<file path="src/rtl/rock_core_pkg.sv">
// Shared core definitions: fetch FSM states, PC step and the default boot address.
package rock_core_pkg;

  typedef enum logic [1:0] {
    ST_BOOT   = 2'd0,
    ST_RUN    = 2'd1,
    ST_WAIT   = 2'd2,
    ST_HALTED = 2'd3
  } fetch_state_e;

  localparam int unsigned PC_INC = 32'd4;
  localparam logic [31:0] DEFAULT_RESET_VECTOR = 32'h8000_0000;

  function automatic logic addr_misaligned(input logic [1:0] lsb);
    return (lsb != 2'b00);
  endfunction

endpackage

</file>
<file path="src/rtl/fetch_pc_unit_if.sv">
// Instruction-memory request channel: valid/ready handshake carrying the fetch address.
interface fetch_pc_unit_if #(
  parameter int XLEN = 32
);
  logic            req_valid;
  logic [XLEN-1:0] req_addr;
  logic            req_ready;

  modport master (output req_valid, output req_addr, input req_ready);
  modport slave  (input req_valid, input req_addr, output req_ready);
endinterface

</file>
<file path="src/rtl/Register_R.sv">
// Generic enabled register with synchronous active-high reset to INIT.
module Register_R #(
  parameter int          N    = 32,
  parameter logic [N-1:0] INIT = '0
) (
  input  logic         clk,
  input  logic         rst,
  input  logic         en,
  input  logic [N-1:0] d,
  output logic [N-1:0] q
);

  // state register: reset to INIT, load on enable
  always_ff @(posedge clk) begin
    if (rst) begin
      q <= INIT;
    end else if (en) begin
      q <= d;
    end else begin
      q <= q;
    end
  end

endmodule

</file>
<file path="src/rtl/pc_redirect_latch.sv">
// Holds the most recent redirect target seen while a fetch request is outstanding.
module pc_redirect_latch #(
  parameter int XLEN = 32
) (
  input  logic            clk,
  input  logic            rst,
  input  logic            clr,
  input  logic            load,
  input  logic [XLEN-1:0] target,
  output logic            pend_valid,
  output logic [XLEN-1:0] pend_target
);

  logic            valid_r;
  logic [XLEN-1:0] target_r;

  // pending target capture; clear dominates because the consumer applies it that cycle
  always_ff @(posedge clk) begin
    if (rst) begin
      valid_r  <= 1'b0;
      target_r <= '0;
    end else if (clr) begin
      valid_r  <= 1'b0;
      target_r <= '0;
    end else if (load) begin
      valid_r  <= 1'b1;
      target_r <= target;
    end else begin
      valid_r  <= valid_r;
      target_r <= target_r;
    end
  end

  assign pend_valid  = valid_r;
  assign pend_target = target_r;

endmodule

</file>
<file path="src/rtl/fetch_pc_unit.sv">
// Fetch PC sequencer: boot, issue, backpressure wait and debug halt around one PC register.
// Optional macro PC_MISALIGN_CHECK_EN drops non-word-aligned redirects and flags misalign_err.
module fetch_pc_unit
  import rock_core_pkg::*;
#(
  parameter int            XLEN         = 32,
  parameter logic [XLEN-1:0] RESET_VECTOR = XLEN'(DEFAULT_RESET_VECTOR)
) (
  input  logic            clk,
  input  logic            rst,
  input  logic            stall,
  input  logic            redirect_valid,
  input  logic [XLEN-1:0] redirect_target,
  input  logic            halt_req,
  input  logic            resume,
  fetch_pc_unit_if.master imem,
  output logic [XLEN-1:0] pc,
  output logic            halted
`ifdef PC_MISALIGN_CHECK_EN
  ,
  output logic            misalign_err
`endif
);

  fetch_state_e    state_r;
  logic            halt_pend_r;
  logic            halted_r;
  logic            redir_ok_s;
  logic            req_valid_s;
  logic            pc_en_s;
  logic            latch_clr_s;
  logic            latch_load_s;
  logic            pend_valid_s;
  logic [XLEN-1:0] pc_q_s;
  logic [XLEN-1:0] pc_next_s;
  logic [XLEN-1:0] pc_inc_s;
  logic [XLEN-1:0] pend_target_s;

`ifdef PC_MISALIGN_CHECK_EN
  logic misalign_r;

  assign redir_ok_s = redirect_valid && !addr_misaligned(redirect_target[1:0]);

  // one-cycle flag for each rejected redirect
  always_ff @(posedge clk) begin
    if (rst) begin
      misalign_r <= 1'b0;
    end else begin
      misalign_r <= redirect_valid && addr_misaligned(redirect_target[1:0]);
    end
  end

  assign misalign_err = misalign_r;
`else
  assign redir_ok_s = redirect_valid;
`endif

  // natural XLEN-bit add gives the required wrap to zero
  assign pc_inc_s = pc_q_s + XLEN'(PC_INC);

  // request valid: RUN issues unless held off, WAIT never withdraws
  always_comb begin
    req_valid_s = 1'b0;
    case (state_r)
      ST_RUN:  req_valid_s = !stall && !halt_req;
      ST_WAIT: req_valid_s = 1'b1;
      default: req_valid_s = 1'b0;
    endcase
  end

  // PC and pending-latch control: at most one PC update per cycle
  always_comb begin
    pc_en_s      = 1'b0;
    pc_next_s    = pc_q_s;
    latch_clr_s  = 1'b0;
    latch_load_s = 1'b0;
    case (state_r)
      ST_RUN: begin
        if (req_valid_s) begin
          if (imem.req_ready) begin
            pc_en_s   = 1'b1;
            pc_next_s = redir_ok_s ? redirect_target : pc_inc_s;
          end else begin
            latch_load_s = redir_ok_s;
          end
        end else begin
          pc_en_s   = redir_ok_s;
          pc_next_s = redirect_target;
        end
      end
      ST_WAIT: begin
        if (imem.req_ready) begin
          pc_en_s     = 1'b1;
          latch_clr_s = 1'b1;
          if (redir_ok_s) begin
            pc_next_s = redirect_target;
          end else if (pend_valid_s) begin
            pc_next_s = pend_target_s;
          end else begin
            pc_next_s = pc_inc_s;
          end
        end else begin
          latch_load_s = redir_ok_s;
        end
      end
      ST_HALTED: begin
        pc_en_s   = redir_ok_s;
        pc_next_s = redirect_target;
      end
      default: begin
        pc_en_s   = 1'b0;
        pc_next_s = pc_q_s;
      end
    endcase
  end

  Register_R #(
    .N    (XLEN),
    .INIT (RESET_VECTOR)
  ) u_pc_reg (
    .clk (clk),
    .rst (rst),
    .en  (pc_en_s),
    .d   (pc_next_s),
    .q   (pc_q_s)
  );

  pc_redirect_latch #(
    .XLEN (XLEN)
  ) u_redirect_latch (
    .clk         (clk),
    .rst         (rst),
    .clr         (latch_clr_s),
    .load        (latch_load_s),
    .target      (redirect_target),
    .pend_valid  (pend_valid_s),
    .pend_target (pend_target_s)
  );

  // fetch FSM with registered halted flag and pending-halt bookkeeping
  always_ff @(posedge clk) begin
    if (rst) begin
      state_r     <= ST_BOOT;
      halt_pend_r <= 1'b0;
      halted_r    <= 1'b0;
    end else begin
      case (state_r)
        ST_BOOT: begin
          state_r     <= ST_RUN;
          halt_pend_r <= 1'b0;
          halted_r    <= 1'b0;
        end
        ST_RUN: begin
          if (halt_req) begin
            state_r  <= ST_HALTED;
            halted_r <= 1'b1;
          end else if (req_valid_s && !imem.req_ready) begin
            state_r <= ST_WAIT;
          end else begin
            state_r <= ST_RUN;
          end
        end
        ST_WAIT: begin
          if (imem.req_ready) begin
            halt_pend_r <= 1'b0;
            if (halt_pend_r || halt_req) begin
              state_r  <= ST_HALTED;
              halted_r <= 1'b1;
            end else begin
              state_r <= ST_RUN;
            end
          end else if (halt_req) begin
            halt_pend_r <= 1'b1;
          end else begin
            halt_pend_r <= halt_pend_r;
          end
        end
        ST_HALTED: begin
          if (resume && !halt_req) begin
            state_r  <= ST_RUN;
            halted_r <= 1'b0;
          end else begin
            state_r <= ST_HALTED;
          end
        end
        default: begin
          state_r     <= ST_BOOT;
          halt_pend_r <= 1'b0;
          halted_r    <= 1'b0;
        end
      endcase
    end
  end

  assign imem.req_valid = req_valid_s;
  assign imem.req_addr  = pc_q_s;
  assign pc             = pc_q_s;
  assign halted         = halted_r;

endmodule

</file>
<file path="src/flat_wrapper.sv">
// flat-port wrapper written by rule: the top's interface ports become plain ports
module fetch_pc_unit_flat import rock_core_pkg::*;
#(
  parameter int            XLEN         = 32,
  parameter logic [XLEN-1:0] RESET_VECTOR = XLEN'(DEFAULT_RESET_VECTOR)
)
  (clk, rst, stall, redirect_valid, redirect_target, halt_req, resume, pc, halted, imem_req_valid, imem_req_addr, imem_req_ready);
  fetch_pc_unit_if #(.XLEN(XLEN)) imem_i ();
  input  logic clk;
  input  logic rst;
  input  logic stall;
  input  logic redirect_valid;
  input  logic [XLEN-1:0] redirect_target;
  input  logic halt_req;
  input  logic resume;
  output logic [XLEN-1:0] pc;
  output logic halted;
  output wire logic [$bits(imem_i.req_valid)-1:0] imem_req_valid;
  output wire logic [$bits(imem_i.req_addr)-1:0] imem_req_addr;
  input wire logic [$bits(imem_i.req_ready)-1:0] imem_req_ready;
  assign imem_req_valid = imem_i.req_valid;
  assign imem_req_addr = imem_i.req_addr;
  assign imem_i.req_ready = imem_req_ready;
  fetch_pc_unit #(.XLEN(XLEN), .RESET_VECTOR(RESET_VECTOR)) u_core (.clk(clk), .rst(rst), .stall(stall), .redirect_valid(redirect_valid), .redirect_target(redirect_target), .halt_req(halt_req), .resume(resume), .imem(imem_i), .pc(pc), .halted(halted));
endmodule
</file>
<file path="config.mk">
export PLATFORM = sky130hd
export DESIGN_NAME = fetch_pc_unit_flat
export DESIGN_NICKNAME = d
export VERILOG_FILES = /design/src/rtl/rock_core_pkg.sv /design/src/rtl/fetch_pc_unit_if.sv /design/src/rtl/Register_R.sv /design/src/rtl/pc_redirect_latch.sv /design/src/rtl/fetch_pc_unit.sv /design/src/flat_wrapper.sv
export SDC_FILE = /design/constraint.sdc
export NUM_CORES = 1
export LEC_CHECK = 0
export BUFFER_PORTS_ARGS = -buffer_cell sky130_fd_sc_hd__buf_2
export CORE_MARGIN = 4
export CORE_UTILIZATION = 50
export DETAILED_ROUTE_END_ITERATION = 10
export GPL_TIMING_DRIVEN = 0
export PLACE_DENSITY = 0.81
export SETUP_SLACK_MARGIN = 0.5
export SLEW_MARGIN = 20
export SYNTH_ARGS = -nofsm -noshare
export SYNTH_HDL_FRONTEND = slang
export SYNTH_SLANG_ARGS = --single-unit
export TNS_END_PERCENT = 30
</file>
<file path="constraint.sdc">
create_clock -name clk -period 2.85 [get_ports clk]
set_clock_uncertainty 0.1 [all_clocks]
set_input_delay 0.7125 -clock clk [delete_from_list [all_inputs] [get_ports clk]]
set_output_delay 0.7125 -clock clk [all_outputs]
set_load 0.01 [all_outputs]
</file>
==> Yosys cells after proc, flatten, opt, wreduce, memory -nomap -nowiden <==
Index checks and enable logic that the tools add are counted.
{ "word_totals": {"output_inout_bits": 66, "wordCells": 58, "inputBits": 39, "regBits": 69} }
{ "op_classes": {"mux": 28, "eq_ne": 9, "reduce_logical": 14, "n_addsub": 1} }
{ "ops": {"columns": ["operator", "n"], "rows": [
  ["$mux W32", 6],
  ["$pmux W32 S3", 1],
  ["$add A32 B3 Y32 const B", 1],
  ["$mux W1", 10],
  ["$mux W2", 5],
  ["$pmux W2 S4", 1],
  ["$reduce_and A4 Y1", 2],
  ["$ne A3 B3 Y1 const B", 2],
  ["$pmux W1 S2", 3],
  ["$eq A2 B2 Y1 const B", 2],
  ["$ne A2 B1 Y1 const B", 2],
  ["$ne A2 B2 Y1 const B", 2],
  ["$pmux W1 S4", 1],
  ["$logic_and A1 B1 Y1", 3],
  ["$logic_not A1 Y1", 3],
  ["$pmux W1 S3", 1],
  ["$reduce_bool A3 Y1", 1],
  ["$eq A2 B1 Y1 const B", 1],
  ["$logic_not A2 Y1", 1],
  ["$reduce_and A2 Y1", 1],
  ["$reduce_bool A2 Y1", 1],
  ["$reduce_or A2 Y1", 1],
  ["$logic_or A1 B1 Y1", 1]
]} }

==> Logic depth before layout (Yosys ltp) <==
{ "logic_depth": {"word_depth": 7, "ltp_mapped": 9, "depth_no_buf": 7} }

==> Modules after synthesis <==
A second synthesis with hierarchy kept.
{ "hier_totals": {"cells_unflattened": 552, "hier_area_um2": 4564.4} }
{ "by_module_without_submodules": {"columns": ["module", "area_each_um2", "cells_each", "instances", "seq_area_each_um2"], "rows": [
  ["fetch_pc_unit", 2183.3, 341, 1, 80.1],
  ["pc_redirect_latch", 1214.9, 108, 1, 660.6],
  ["Register_R", 1166.1, 103, 1, 640.6]
]} }

==> Worst setup path after synthesis <==
No wires, ideal clock.
{ "synth_path": {"kind": "input-to-reg", "from": "in halt_req", "to": "reg u_core.u_pc_reg.q[29]", "setup_time_ns": 0.117, "arrival_time_ns": 2.067, "n_path_buf": 2, "path_stages": 7, "setup_slack_ns": 0.566, "required_ns": 2.633, "cell_sequence": "buf_6 > and4bb_4 > nand2_1 > a311o_1 > buf_6 > a21o_1 > a32o_1"} }
{ "synth_via": {"elab_chain_len": 6, "elab_cells_between_ends": 9, "classes_between": "1 x eq/ne; 5 x mux; 3 x reduce/logical"} }
{ "synth_lines": {"columns": ["element", "line_no", "text"], "rows": [
  ["start, declared", "flat_wrapper.sv:14", "input logic halt_req;"],
  ["$logic_not A1 Y1 *", "fetch_pc_unit.sv:65", "ST_RUN: req_valid_s = !stall && !halt_req;"],
  ["$logic_and A1 B1 Y1 *", "fetch_pc_unit.sv:65", null],
  ["$pmux W1 S2 *", "fetch_pc_unit.sv:64", "case (state_r)"],
  ["$mux W1", "fetch_pc_unit.sv:79", "if (req_valid_s) begin"],
  ["$pmux W1 S3", "fetch_pc_unit.sv:77", "case (state_r)"],
  ["$reduce_and A4 Y1 (no line)", null, null],
  ["end signal, assigned", "Register_R.sv:20", "q <= q;"],
  ["end, declared", "Register_R.sv:10", "output logic [N-1:0] q"]
]} }
Every way passes the cells marked *; elsewhere a longest branch is shown, timed or not.
A chain may end at the register's enable or synchronous reset.

==> Worst setup path in the final report <==
{ "layout_path": {"from": "reg u_core.state_r[0]", "to": "out imem_req_valid"} }
{ "layout_via": {"elab_chain_len": 2, "elab_cells_between_ends": 3, "classes_between": "2 x eq/ne; 1 x mux"} }
{ "layout_lines": {"columns": ["element", "line_no", "text"], "rows": [
  ["start, declared", "fetch_pc_unit.sv:25", "fetch_state_e state_r;"],
  ["start signal, assigned", "fetch_pc_unit.sv:143", "state_r <= ST_BOOT;"],
  ["start signal, assigned", "fetch_pc_unit.sv:149", "state_r <= ST_RUN;"],
  ["start signal, assigned", "fetch_pc_unit.sv:155", "state_r <= ST_HALTED;"],
  ["$eq A2 B2 Y1 / $eq A2 B1 Y1 (equally long branches)", "fetch_pc_unit.sv:64", null],
  ["$pmux W1 S2 *", "fetch_pc_unit.sv:64", null],
  ["end, declared", "flat_wrapper.sv:18", "output wire logic [$bits(imem_i.req_valid)-1:0] imem_req_valid;"]
]} }
Marked as above.

==> results.py <==
metrics = {
    "power": {
        "ir_drop_v": 0.000290,
        "p_total_mw": 2.32,
        "p_leak_nw": 2.47,
        "power.density_nw_per_um2": 451,
    },
    "timing": {
        "period_minus_slack_ps": 2360,
        "hold_ws_ps": 399,
        "slew_headroom_pct": 58.6,
        "setup_slack_ps": 490,
        "fmax_mhz": 424,
        "tns_ps": 0,
        "finalSetupViolations": 0,
        "rsz0062_at_grt": "yes",
        "slew_viol_final": 0,
        "hold_viol_final": 0,
        "worstMarginPinSlew_ps": 621,
        "min_period_over_period_pct": 82.8,
    },
    "floorplan": {
        "initial_core_util_pct": 51.8,
        "die_h_um": 97.9,
        "die_area_sq_um": 9590,
        "rows": 32,
        "coreArea_sq_um": 7810,
        "num_io_pins": 105,
        "dieWidth_um": 97.9,
    },
    "placement": {
        "portBuffers": 102,
        "dpl_cell_area_sq_um": 4680,
        "place_inst": 691,
        "hpwl_mm": 9.01,
        "gp_congestion": 0.910,
        "detailedPlace.worstSlack_ps": 204,
    },
    "logic_synthesis": {
        "syn_nets": 532,
        "async_reset_ff_share_pct": 0,
        "synth_edf_count": 0,
        "synthDistinctLibCells": 59,
        "synthCells": 487,
        "ys.flop_type": "dfxtp_1",
        "synth.avg_cell_area_sq_um": 8.30,
        "syn_area_sq_um": 4040,
        "ys_seq_elements": 69,
        "seq_area_frac_synth_pct": 34.2,
        "synth_warnings": 0,
    },
    "worst_setup_path": {
        "cp-end-kind": "primary output",
        "crit_path_top_delay_cell": "dfxtp_4",
        "crit_family": "buffers and inverters",
        "path_cells": "clkinvlp_4 > ha_4 > buf_4 > o21ai_4 > inv_1 > buf_2",
        "setup.worst_path.class": "reg2out",
        "max_stage_delay_ps": 380,
        "cp.required_ps": 2040,
        "critical_path.max_fanout": 6,
        "crit_buf_inv": 4,
        "cp-start-kind": "flop",
        "arrival_ps": 1550,
    },
    "global_routing": {
        "grt.total_usage_pct": 25.5,
        "grt_antenna_before_repair": 0,
        "overflow": 0,
        "grt_pass1_wl_mm": 20.3,
        "grt_max_degree": 12,
        "grt_pass1_vias": 4096,
    },
    "clocking": {
        "ctsHoldBuffers": 0,
        "insertion_delay_ps": 350,
        "cts.sinks": 69,
        "clkTransAtPathRegs_ps": 70,
        "cts_root_buffer": "clkbuf_8",
        "h-tree-depth": 3,
        "clock_path_buffers": 2,
        "cts_tree": "built",
        "cts_made_buffers": 9,
    },
    "cells_and_area": {
        "syn_to_final_growth_pct": 27.2,
        "layout-drive-gt1-share_pct": 35.0,
        "layout_commonest_cell": "buf_2",
        "fillers": 646,
        "nNetsFinal": 658,
        "most-common-layout-cells": "buf_2, dfxtp_1, nor2_1, buf_4, mux2i_1",
        "final_cell_count_no_fill": 719,
        "antenna_cells": 0,
        "final-seq-area_sq_um": 1390,
        "fin_area_sq_um": 5140,
        "final_util_pct": 65.9,
        "multi_input_area_sq_um": 2320,
    },
    "drt": {
        "remaining_drc_errors": 0,
        "wl_mm": 12.9,
        "vias": 4425,
        "drtIter0Drc": 388,
        "drtAntennaViolNets": 0,
        "vias_per_cell": 6.15,
        "drt-pass1-iter-count": 7,
        "post_drt_wl_per_cell_um": 17.9,
    },
    "run": {
        "maxCapViolations": 0,
    },
    "run_status": {
        "status": "finished, final reports clean",
    },
    "hold_path": {
        "hp-class": "reg2reg",
    },
}
timing repair:
item	in CTS	in global routing
endpoints found under the setup margin	41	62
resized for setup	24	38
hold endpoints to repair	0	0
setup buffers	2	11
pin swaps	1	8
final cells by class:
cell class	instances	share of cell area, %
Multi-Input combinational cell	336	45.1
Timing Repair Buffer	115	11.9
Buffer	65	8.64
Tap cell	102	2.48
Clock inverter	5	1.02
Inverter	17	1.41
Clock buffer	10	2.48
Sequential cell	69	27.0
worst paths after layout:
| check | from | end | slack [ps] | cells past startpoint |
|---|---|---|---|---|
| min | u_core.halt_pend_r | u_core.halt_pend_r | 400 | 2 |
| min reg2reg | u_core.halt_pend_r | u_core.halt_pend_r | 400 | 2 |
| max reg2reg | u_core.state_r[1] | u_core.u_pc_reg.q[6] | 540 | 10 |
| max | u_core.state_r[0] | imem_req_valid | 490 | 6 |
metal layers:
layer / global-route usage [%] / wire length (um) / vias to the layer above
met5: 0 / 0 / -
met4: 10.0 / 308 / 0
met3: 6.64 / 1240 / 36
met2: 42.0 / 6230 / 281
met1: 31.9 / 5120 / 2072
li1: - / - / 2036
power by group:
group / internal [mW] / switching [mW]
Sequential: 1.00 / 0.0578
Clock: 0.395 / 0.381
Combinational: 0.228 / 0.256
Total: 1.63 / 0.695
cell usage after synthesis, drive strengths merged (2+ instances only):
master / count / area (sq um)
a31oi: 6 / 37.5
o31ai: 8 / 60.1
nor4: 5 / 37.5
a21o: 3 / 22.5
a221oi: 2 / 17.5
a211oi: 3 / 22.5
nand2: 24 / 92.6
mux2i: 34 / 340
inv: 16 / 60.1
o21ai: 38 / 194
buf: 47 / 343
nor3: 13 / 75.1
a311oi: 3 / 26.3
a22oi: 18 / 140
a21oi: 30 / 150
nand4: 13 / 87.6
o32ai: 5 / 43.8
o31a: 7 / 61.3
and3: 4 / 25.0
or3: 2 / 12.5
ha: 6 / 75.1
and2: 4 / 25.0
nor2: 58 / 225
dfxtp: 69 / 1380
o211ai: 5 / 37.5
a32o: 6 / 60.1
nand3: 9 / 45.0
a22o: 12 / 105
clkbuf: 18 / 70.1
state kept, by name, indices dropped and copies added, names as in the netlist:
name / flops
u_core.u_pc_reg.q: 32
u_core.halt_pend_r: 1
u_core.u_redirect_latch.pend_valid: 1
u_core.state_r: 2
u_core.u_redirect_latch.pend_target: 32
u_core.halted: 1
worst min-delay path, stage by stage (launching register included):
cell and delay, ps:
dfxtp_1 330, o21ai_0 70, a21oi_1 60
cells by family after synthesis:
family / count (synthesis) / synth area share [%]
AO/OA/AOI/OAI: 155 / 26.3
adder cells (fa/ha/maj): 6 / 1.86
buffers and inverters: 82 / 11.8
flip-flops: 69 / 34.2
multiplexers: 34 / 8.42
AND/OR/NAND/NOR: 141 / 17.5
Note: power is estimated with default switching activity, not from simulation.
